<file path="config.mk">
export PLATFORM = sky130hd
export DESIGN_NAME = fetch
export DESIGN_NICKNAME = d
export VERILOG_FILES = /design/src/rtl/fetch.sv
export SDC_FILE = /design/constraint.sdc
export NUM_CORES = 1
export LEC_CHECK = 0
export CAP_MARGIN = 20
export CORE_MARGIN = 5
export CORE_UTILIZATION = 55
export CTS_CLUSTER_SIZE = 12
export DETAILED_ROUTE_END_ITERATION = 7
export PLACE_DENSITY = 0.81
export SLEW_MARGIN = 20
export SYNTH_ARGS = -nofsm -noshare
export SYNTH_HDL_FRONTEND = slang
export SYNTH_SLANG_ARGS = --single-unit
</file>
<file path="constraint.sdc">
create_clock -name clk -period 3.5 [get_ports clk]
set_input_delay 0.525 -clock clk [delete_from_list [all_inputs] [get_ports clk]]
set_output_delay 0.525 -clock clk [all_outputs]
set_load 0.05 [all_outputs]
</file>
<file path="src/rtl/fetch.sv">
// rtl/fetch.sv - RV64I instruction-fetch stage with IF/ID pipeline register
module fetch #(
   parameter logic [63:0] RESET_PC  = 64'h0000_0000_8000_0000,
   parameter logic [31:0] NOP_INSTR = 32'h0000_0013
) (
   input  logic        clk,
   input  logic        rst,
   output logic        imem_o_req,
   output logic [63:0] imem_o_addr,
   input  logic        imem_i_ack,
   input  logic [31:0] imem_i_rdata,
   input  logic        ctrl_i_stall_D,
   input  logic        ctrl_i_redirect,
   input  logic [63:0] ctrl_i_redirect_pc,
   output logic [63:0] regD_o_pc,
   output logic [31:0] regD_o_instr,
   output logic        regD_o_valid
);

   typedef enum logic [1:0] {
      ST_FETCH  = 2'd0,
      ST_WAIT_D = 2'd1,
      ST_FLUSH  = 2'd2
   } state_t;

   state_t      state_q, state_n;
   logic [63:0] pc_q, pc_n;
   logic [63:0] addr_q, addr_n;
   logic [63:0] d_pc_q, d_pc_n;
   logic [31:0] d_instr_q, d_instr_n;
   logic        d_valid_q, d_valid_n;
   logic [63:0] buf_pc_q, buf_pc_n;
   logic [31:0] buf_instr_q, buf_instr_n;
   logic        buf_valid_q, buf_valid_n;

   logic        xfer;
   logic [63:0] target;
   logic        unused_redirect_lsbs;

   assign imem_o_req  = !rst && (state_q != ST_WAIT_D);
   assign imem_o_addr = addr_q;
   assign xfer        = imem_o_req && imem_i_ack;
   assign target      = {ctrl_i_redirect_pc[63:2], 2'b00};

   assign unused_redirect_lsbs = ^ctrl_i_redirect_pc[1:0];

   assign regD_o_pc    = d_pc_q;
   assign regD_o_instr = d_instr_q;
   assign regD_o_valid = d_valid_q;

   always_ff @(posedge clk) begin
      if (rst) begin
         state_q     <= ST_FETCH;
         pc_q        <= RESET_PC;
         addr_q      <= RESET_PC;
         d_pc_q      <= 64'd0;
         d_instr_q   <= NOP_INSTR;
         d_valid_q   <= 1'b0;
         buf_pc_q    <= 64'd0;
         buf_instr_q <= NOP_INSTR;
         buf_valid_q <= 1'b0;
      end else begin
         state_q     <= state_n;
         pc_q        <= pc_n;
         addr_q      <= addr_n;
         d_pc_q      <= d_pc_n;
         d_instr_q   <= d_instr_n;
         d_valid_q   <= d_valid_n;
         buf_pc_q    <= buf_pc_n;
         buf_instr_q <= buf_instr_n;
         buf_valid_q <= buf_valid_n;
      end
   end

   always_comb begin
      state_n     = state_q;
      pc_n        = pc_q;
      addr_n      = addr_q;
      d_pc_n      = d_pc_q;
      d_instr_n   = d_instr_q;
      d_valid_n   = d_valid_q;
      buf_pc_n    = buf_pc_q;
      buf_instr_n = buf_instr_q;
      buf_valid_n = buf_valid_q;

      if (ctrl_i_redirect) begin
         // Redirect wins over stall: anything fetched so far is wrong-path.
         pc_n        = target;
         d_instr_n   = NOP_INSTR;
         d_valid_n   = 1'b0;
         buf_valid_n = 1'b0;
         case (state_q)
            ST_FETCH: begin
               if (xfer) begin
                  addr_n = target;
               end else begin
                  state_n = ST_FLUSH;
               end
            end
            ST_WAIT_D: begin
               addr_n  = target;
               state_n = ST_FETCH;
            end
            ST_FLUSH: begin
               if (xfer) begin
                  addr_n  = target;
                  state_n = ST_FETCH;
               end
            end
            default: begin
               addr_n  = target;
               state_n = ST_FETCH;
            end
         endcase
      end else begin
         case (state_q)
            ST_FETCH: begin
               if (xfer && !ctrl_i_stall_D) begin
                  d_pc_n    = addr_q;
                  d_instr_n = imem_i_rdata;
                  d_valid_n = 1'b1;
                  pc_n      = addr_q + 64'd4;
                  addr_n    = addr_q + 64'd4;
               end else if (xfer) begin
                  buf_pc_n    = addr_q;
                  buf_instr_n = imem_i_rdata;
                  buf_valid_n = 1'b1;
                  state_n     = ST_WAIT_D;
               end else if (!ctrl_i_stall_D) begin
                  d_instr_n = NOP_INSTR;
                  d_valid_n = 1'b0;
               end
            end
            ST_WAIT_D: begin
               if (!ctrl_i_stall_D) begin
                  d_pc_n      = buf_pc_q;
                  d_instr_n   = buf_instr_q;
                  d_valid_n   = buf_valid_q;
                  buf_valid_n = 1'b0;
                  pc_n        = buf_pc_q + 64'd4;
                  addr_n      = buf_pc_q + 64'd4;
                  state_n     = ST_FETCH;
               end
            end
            ST_FLUSH: begin
               // The returning word belongs to the abandoned path; only the handshake matters.
               if (!ctrl_i_stall_D) begin
                  d_instr_n = NOP_INSTR;
                  d_valid_n = 1'b0;
               end
               if (xfer) begin
                  addr_n  = pc_q;
                  state_n = ST_FETCH;
               end
            end
            default: begin
               addr_n  = pc_q;
               state_n = ST_FETCH;
            end
         endcase
      end
   end

endmodule

</file>
* After elaboration in Yosys (flattened, before gate mapping)
Cells that the tools add are included.
Storage, ports and cells: register bits 324, input bits 101
Operators by class: reductions and logical operators 19, multiplexer cells 34, bitwise operators 2, equality and inequality tests 15, $add $sub $neg 2
Operator list (count):
- $mux 64 | 9
- $pmux 64 s2 | 2
- $pmux 64 s3 | 1
- $add 64x3->64 const B | 2
- $mux 32 | 4
- $pmux 32 s3 | 1
- $ne 3x3->1 const B | 7
- $reduce_and 4->1 | 5
- $mux 2 | 6
- $reduce_and 3->1 | 3
- $ne 2x2->1 const B | 4
- $mux 1 | 7
- $pmux 2 s3 | 1
- $reduce_bool 3->1 | 2
- $pmux 2 s2 | 1
- $reduce_or 2->1 | 2
- $logic_and 1x1->1 | 3
- $ne 3x2->1 const B | 1
- $pmux 1 s3 | 1
- $eq 2x1->1 const B | 1
- $eq 2x2->1 const B | 1
- $logic_not 1->1 | 2
- $logic_not 2->1 | 1
- $ne 2x1->1 const B | 1
- other kinds (3) | 4

* Depth between registers and ports, before layout
Gate-level depths: netlist (run 1).
depth after elaboration 7, mapped depth 11, mapped depth without buffers 9

* Least setup slack after synthesis (run 1)
OpenSTA, ideal clock, no wires.
kind register to register, start point reg addr_q[14] (netlist: imem_o_addr[14]), end point reg addr_q[51] (netlist: imem_o_addr[51]), slack 0.560 ns, required time 3.361 ns, cell stages (with the launch flop) 9, arrival 2.801 ns, path through dfxtp_1 -> buf_2 -> nand4_2 -> or4_4 -> nor4b_4 -> nand3_1 -> xnor2_1 -> a221oi_1 -> a2111oi_2
Between the ends: cells in the longest elaborated chain, start to end 4
RTL lines:
- from (decl) | RTL line 28 | logic [63:0] addr_q, addr_n;
- from (signal assigned) | RTL line 65 | addr_q <= addr_n;
- $add 64x3->64 | RTL line 123 | addr_n = addr_q + 64'd4;
- $mux 64 | RTL line 118 | if (xfer && !ctrl_i_stall_D) begin
- $pmux 64 s3 | RTL line 116 | case (state_q)
- $mux 64 | RTL line 86 | if (ctrl_i_redirect) begin
No other way between the ends. The select of a mux whose other input is x is not followed. A chain may end at the register's enable or synchronous reset.

* Worst setup path in the final report (run 1)
start point reg buf_pc_q[35], end point reg pc_q[58]
Between the ends: cells in the longest elaborated chain, start to end 4
RTL lines:
- from (decl) | RTL line 32 | logic [63:0] buf_pc_q, buf_pc_n;
- from (signal assigned) | RTL line 69 | buf_pc_q <= buf_pc_n;
- $add 64x3->64 | RTL line 140 | pc_n = buf_pc_q + 64'd4;
- $mux 64 | RTL line 135 | if (!ctrl_i_stall_D) begin
- $pmux 64 s2 | RTL line 116
- $mux 64 | RTL line 86
- to (signal assigned) | RTL line 64 | pc_q <= pc_n;
- to (decl) | RTL line 27 | logic [63:0] pc_q, pc_n;
No other way between the ends. The select of a mux whose other input is x is not followed.

==> results of run 1 <==
[logic make-up after synthesis]
logic type / count (synthesis) / synth area share
compound gates: 623 / 0.235
xor+xnor: 114 / 0.0581
fa+ha+maj: 5 / 0.00361
buf+inv: 238 / 0.0529
flops: 324 / 0.375
mux: 76 / 0.0441
simple gates: 880 / 0.231
[power groups by stage]
| stage | sequential (mW) | combinational, mW | clock (mW) |
|---|---|---|---|
| 6_report | 4.06 | 1.94 | 3.99 |
| 5_1_grt | 4.07 | 2.05 | 4.17 |
| 4_1_cts | 4.05 | 1.90 | 4.00 |
| 3_5_place_dp | 4.13 | 1.89 | 0 |
| 3_3_place_gp | 4.12 | 1.84 | 0 |
| 2_1_floorplan | 4.43 | 0.854 | 0 |
[flip-flops by register name (all words and copies together) (netlist names)]
signal        cells
regD_o_valid      1
buf_pc_q         64
regD_o_instr     32
imem_o_addr      64
buf_instr_q      32
pc_q             64
buf_valid_q       1
regD_o_pc        64
state_q           2
[cells in the mapped netlist, types with 21 or more instances]
| cell type | number |
|---|---|
| sky130_fd_sc_hd__nand2_1 | 327 |
| sky130_fd_sc_hd__dfxtp_1 | 324 |
| sky130_fd_sc_hd__nor2_1 | 291 |
| sky130_fd_sc_hd__a21oi_1 | 247 |
| sky130_fd_sc_hd__clkbuf_1 | 168 |
| sky130_fd_sc_hd__a211oi_1 | 88 |
| sky130_fd_sc_hd__mux2i_1 | 74 |
| sky130_fd_sc_hd__xnor2_1 | 71 |
| sky130_fd_sc_hd__o21ai_0 | 68 |
| sky130_fd_sc_hd__nand4_1 | 58 |
| sky130_fd_sc_hd__nand3_1 | 49 |
| sky130_fd_sc_hd__nor3_1 | 43 |
| sky130_fd_sc_hd__xor2_1 | 42 |
| sky130_fd_sc_hd__a22oi_1 | 38 |
| sky130_fd_sc_hd__inv_1 | 29 |
| sky130_fd_sc_hd__buf_1 | 23 |
| sky130_fd_sc_hd__nor4_1 | 23 |
| sky130_fd_sc_hd__a221oi_1 | 22 |
| sky130_fd_sc_hd__and3_1 | 21 |
[final timing paths]
| path | slack, ns | end |
|---|---|---|
| hold reg to reg | 0.46 | buf_instr_q[6] |
| hold / removal | 0.34 | imem_o_addr[4] |
| setup reg to reg | 0.34 | pc_q[58] |
| setup / recovery | 0.34 | pc_q[58] |
[layer usage]
| layer | vias to the layer above | part of all wire | global-route usage |
|---|---|---|---|
| met5 | - | 0.00054 | 0 |
| met4 | 6 | 0.055 | 0.177 |
| met2 | 1213 | 0.45 | 0.519 |
| li1 | 8450 | - | - |
| met3 | 302 | 0.13 | 0.104 |
| met1 | 8794 | 0.37 | 0.397 |
[cell type report]
type	count	area [um2]	share of cell area
flip-flops and latches	324	6490	0.299
repair buffers	344	3320	0.153
clock buffers	57	1140	0.0528
multi-input cells	1698	10000	0.461
well taps	402	503	0.0232
inverters	31	116	0.00537
clock inverters	10	108	0.00496
[metrics by stage]
step,utilization,hold slack (ns),setup WS [ns]
after global routing,0.692,0.344,0.177
final,0.692,0.344,0.342
after detailed placement,0.652,0.448,0.313
after CTS,0.692,0.318,0.425
after floorplan,-,0.437,0.560
after global placement,0.652,0.442,0.309
==> metrics.txt, run 1 <==
final weighted congestion of routability-driven global placement 1.01; clock root buffer sky130_fd_sc_hd__clkbuf_16; number of enable flip-flop cells after synthesis 0; mean cell area of the mapped netlist 7.66 um2; number of distinct standard cells referenced by the synthesized netlist 79; top cell type's share of synthesized area 0.375; number of antenna violations at the first check in global routing 3; total power after layout 9.98 mW; synthesized netlist cell count 2260; combinational group share of total power 0.195; synthesis-stage register bit count 324; number of instances in the placed design 2799; Core Box Area 31300 um2; iteration count of the initial detailed-routing pass 8; most frequent standard cell in the layout excluding fill and tap cells sky130_fd_sc_hd__nand2_1; post-synthesis instance area 17300 um2; CP Launch Type flip-flop; start point of the worst min-delay path rst; number of buffers added on ports 260; worst-margin pin slew 1.10 ns; r2r startpoint buf_pc_q[35]; RSZ-0062 raised after global routing no; Final Routed Wirelength 61300 um; all-layer global routing usage 0.327; achievable frequency 317 MHz; total of endpoints with negative setup slack in the final report 0; class of the tightest hold or removal check in -> reg; TritonCTS clock tree done; CTS buffer count 37; top library cells by usage in the layout, fill and taps aside sky130_fd_sc_hd__nand2_1, sky130_fd_sc_hd__dfxtp_1, sky130_fd_sc_hd__nor2_1, sky130_fd_sc_hd__clkdlybuf4s50_1, sky130_fd_sc_hd__a21oi_1; count of final max-slew check failures 0; CP Class reg -> reg; placed wire-length estimate 40400 um; Clk network pwr share 0.399; violations in the final reports design-rule violations; portion of total power attributed to sequential cells 0.406; starting utilization of the core area 0.553; crit path launch buf_pc_q[35]; share of layout cells above drive strength 1 0.0771; area of placed instances 20400 um2; net switching power 3.03 mW; maximum number of pins on one net before global-route repair 104; fraction of synthesis flops using an asynchronous set or reset pin 0; IR drop worst, VDD 0.378 mV; number of stages on the worst setup path 7; leakage power of the design 7.37 nW; maximum cell stage delay along the critical path 0.71 ns; Clk Latency, worst-skew pair 0.54 ns; ratio of final minimum period to clock period 0.902; post-route ant nets 0; Bufs on Longest Clock Path 3; most area-hungry cell type in the Yosys netlist sky130_fd_sc_hd__dfxtp_1; filler cell count 2446; global-route wire length before repair 95700 um; area of the die 35100 um2; synth top area cells sky130_fd_sc_hd__dfxtp_1, sky130_fd_sc_hd__a21oi_1, sky130_fd_sc_hd__nand2_1; total non-filler cell area in the finished layout 21700 um2; critical-path cell list nand4_1, or4_1, nor4_2, nand2_1, xnor2_1, mux2i_1, a2111oi_1; depth of the CTS H-tree 2; Antenna Cells 0; clock transition at the register clock pins on the worst setup and hold paths after CTS 0.06 ns; CTS Sinks 324; largest fanout on the critical path 10; Int Pwr 6.95 mW; critical path buffer and inverter count 0; data required time of the worst path 3.89 ns; leading register cell type out of synthesis sky130_fd_sc_hd__dfxtp_1; Via density 6.55; number of core rows 65; Worst Skew 0.0368 ns; max_cap viols 0; sum of negative setup slack 0 ns; Seq/Total Area, Yosys 0.375; number of vias after detailed routing 18800; number of global-route vias before repair 18300; Nets 2542; path depth of the worst reg2reg path 7; Yosys warning total 0; Post-CTS Hold Fix Bufs 0; total gr overflow 0; Top Ports 263; worst endpoint data arrival time 3.55 ns; area delta synth->final 25.2%; buffers inserted during post-CTS setup optimization 0; post-synth net total 2366; status finished with violations; detailed router's first-iteration violation count 2059; gate family responsible for the most delay along the worst path simple AND/OR/NAND/NOR gates; final non-filler cell total 2866; mean routed wirelength per cell 21.4 um; Hold Path Cell Cnt 2; vertical die dimension 187 um; final hold violation count 0; DR DRC count 3; time the final worst path needs with I/O delays and setup 3.16 ns; critical path endpoint category flip-flop; worst max-slew margin expressed relative to the limit 0.268; horizontal die dimension 187 um; sw frac 0.304; Gates resized, CTS repair 0; cell with the biggest individual delay on the critical path sky130_fd_sc_hd__or4_1; cell area power density 461 nW/um2
(Power assumes the default switching activity.)
==> run 2, diff against run 1 <==
--- a/config.mk
+++ b/config.mk
@@ -6,10 +6,11 @@
 export NUM_CORES = 1
 export LEC_CHECK = 0
 export CAP_MARGIN = 20
-export CORE_MARGIN = 5
+export CORE_MARGIN = 10
 export CORE_UTILIZATION = 55
 export CTS_CLUSTER_SIZE = 12
 export DETAILED_ROUTE_END_ITERATION = 7
+export GPL_TIMING_DRIVEN = 1
 export PLACE_DENSITY = 0.81
 export SLEW_MARGIN = 20
 export SYNTH_ARGS = -nofsm -noshare
==> run 2 against run 1 <==
- non-clock buffer count shrank 1
- highest routed layer unchanged
- global-route usage shrank 2.7 points
- sequential share of layout area grew 0.14 points
- largest power group unchanged
- the flow still finishes with violations (design-rule violations)
- wire length grew 0.11%
==> metrics.txt, run 2 (synthesized netlist as in run 1, its figures left out) <==
all-layer global routing usage 0.300; most frequent standard cell in the layout excluding fill and tap cells sky130_fd_sc_hd__nand2_1; number of global-route vias before repair 17900; Via density 6.46; combinational group share of total power 0.196; total power after layout 9.82 mW; filler cell count 2444; class of the tightest hold or removal check in -> reg; total gr overflow 0; start point of the worst min-delay path rst; area delta synth->final 24.6%; total of endpoints with negative setup slack in the final report 0; r2r startpoint buf_pc_q[3]; worst-margin pin slew 1.14 ns; achievable frequency 323 MHz; Gates resized, CTS repair 0; buffers inserted during post-CTS setup optimization 0; worst max-slew margin expressed relative to the limit 0.241; Hold Path Cell Cnt 2; largest fanout on the critical path 140; vertical die dimension 197 um; leakage power of the design 7.32 nW; CTS Sinks 324; clock transition at the register clock pins on the worst setup and hold paths after CTS 0.06 ns; global-route wire length before repair 96100 um; critical path endpoint category output pin; max_cap viols 0; CP Launch Type flip-flop; Seq. cell area 6490 um2; critical-path cell list inv_1, ha_4, buf_12, nor2_1, clkdlybuf4s50_1; TritonCTS clock tree done; portion of total power attributed to sequential cells 0.414; maximum cell stage delay along the critical path 0.77 ns; IR drop worst, VDD 0.402 mV; area of the die 39000 um2; Top Ports 263; clock root buffer sky130_fd_sc_hd__clkbuf_16; iteration count of the initial detailed-routing pass 8; capturing point of the worst reg2reg path pc_q[58]; number of vias after detailed routing 18500; terminating pin of the worst hold path buf_instr_q[30]; Core Box Area 30800 um2; post-route ant nets 0; ratio of final minimum period to clock period 0.883; Int Pwr 6.82 mW; count of final max-slew check failures 0; sw frac 0.305; cell area power density 455 nW/um2; violations in the final reports design-rule violations; Bufs on Longest Clock Path 3; CTS buffer count 37; Nets 2541; detailed router's first-iteration violation count 2327; data required time of the worst path 2.97 ns; cell with the biggest individual delay on the critical path sky130_fd_sc_hd__clkdlybuf4s50_1; critical path buffer and inverter count 3; Post-CTS Hold Fix Bufs 0; mean routed wirelength per cell 21.5 um; Clk Latency, worst-skew pair 0.53 ns; final hold violation count 0; top library cells by usage in the layout, fill and taps aside sky130_fd_sc_hd__nand2_1, sky130_fd_sc_hd__dfxtp_1, sky130_fd_sc_hd__nor2_1, sky130_fd_sc_hd__clkdlybuf4s50_1, sky130_fd_sc_hd__a21oi_1; path depth of the worst reg2reg path 9; RSZ-0062 raised after global routing no; number of buffers added on ports 260; worst endpoint data arrival time 2.57 ns; number of core rows 64; r2r setup slk 0.50 ns; depth of the CTS H-tree 2; Worst Skew 0.0224 ns; Final Routed Wirelength 61400 um; share of layout cells above drive strength 1 0.0744; final weighted congestion of routability-driven global placement 1.02; time the final worst path needs with I/O delays and setup 3.09 ns; DR DRC count 2; net switching power 3.00 mW; placed wire-length estimate 40600 um; sum of negative setup slack 0 ns; multi-input gate area in the final layout 9990 um2; gate family responsible for the most delay along the worst path buffers and inverters; maximum number of pins on one net before global-route repair 141; starting utilization of the core area 0.562; number of antenna violations at the first check in global routing 5; horizontal die dimension 197 um; Clk network pwr share 0.390; status finished with violations; CP Class reg -> out
==> run 2: metrics by stage <==
| stage | util | cell area (um2) | hold WS (ns) | std cells | worst slack (ns) |
|---|---|---|---|---|---|
| after CTS | 0.700 | 21600 | 0.274 | 2855 | 0.301 |
| after floorplan | - | 17300 | 0.437 | 2260 | 0.560 |
| final | 0.700 | 21600 | 0.285 | 2856 | 0.408 |
| after detailed placement | 0.661 | 20400 | 0.450 | 2792 | 0.217 |
| after global placement | 0.661 | 20400 | 0.442 | 2792 | 0.298 |
| after global routing | 0.700 | 21600 | 0.284 | 2855 | 0.180 |
==> run 2: cell type report <==
class                           instances  area share
Clock buffer                           56      0.0519
Multi-Input combinational cell       1698       0.463
Sequential cell                       324       0.301
Timing Repair Buffer                  343       0.153
Inverter                               31     0.00539
Tap cell                              396      0.0230
Clock inverter                          7     0.00296
Antenna cell                            1    0.000116
==> run 2: worst max-delay path by stage <==
stage,startpoint,to,cells after the start
floorplan,imem_o_addr[14],imem_o_addr[51],8
global placement,imem_i_ack,imem_o_addr[25],8
detailed placement,imem_i_ack,imem_o_addr[25],8
CTS,state_q[1],imem_o_req,5
global route,buf_pc_q[3],pc_q[58],9
finish,state_q[1],imem_o_req,5
==> run 2: layer usage <==
| metal | vias to the layer above | GRT usage | share of wire |
|---|---|---|---|
| met5 | - | 0 | 0.00098 |
| met1 | 8685 | 0.360 | 0.37 |
| met2 | 1090 | 0.482 | 0.45 |
| met4 | 10 | 0.130 | 0.042 |
| li1 | 8438 | - | - |
| met3 | 231 | 0.0998 | 0.13 |
==> run 2: power groups by stage <==
stage	logic, mW	registers [mW]	clock network [mW]
CTS	1.89	4.06	3.86
floorplan	0.854	4.43	0
detailed placement	1.88	4.14	0
finish	1.92	4.07	3.83
global route	2.03	4.09	4.00
global placement	1.84	4.13	0
==> run 3, diff against run 2 <==
--- a/config.mk
+++ b/config.mk
@@ -12,6 +12,7 @@
 export DETAILED_ROUTE_END_ITERATION = 7
 export GPL_TIMING_DRIVEN = 1
 export PLACE_DENSITY = 0.81
+export SKIP_CTS_REPAIR_TIMING = 1
 export SLEW_MARGIN = 20
 export SYNTH_ARGS = -nofsm -noshare
 export SYNTH_HDL_FRONTEND = slang
==> results of run 3 <==
Final layout, timing and power as in run 2 (identical DEF).
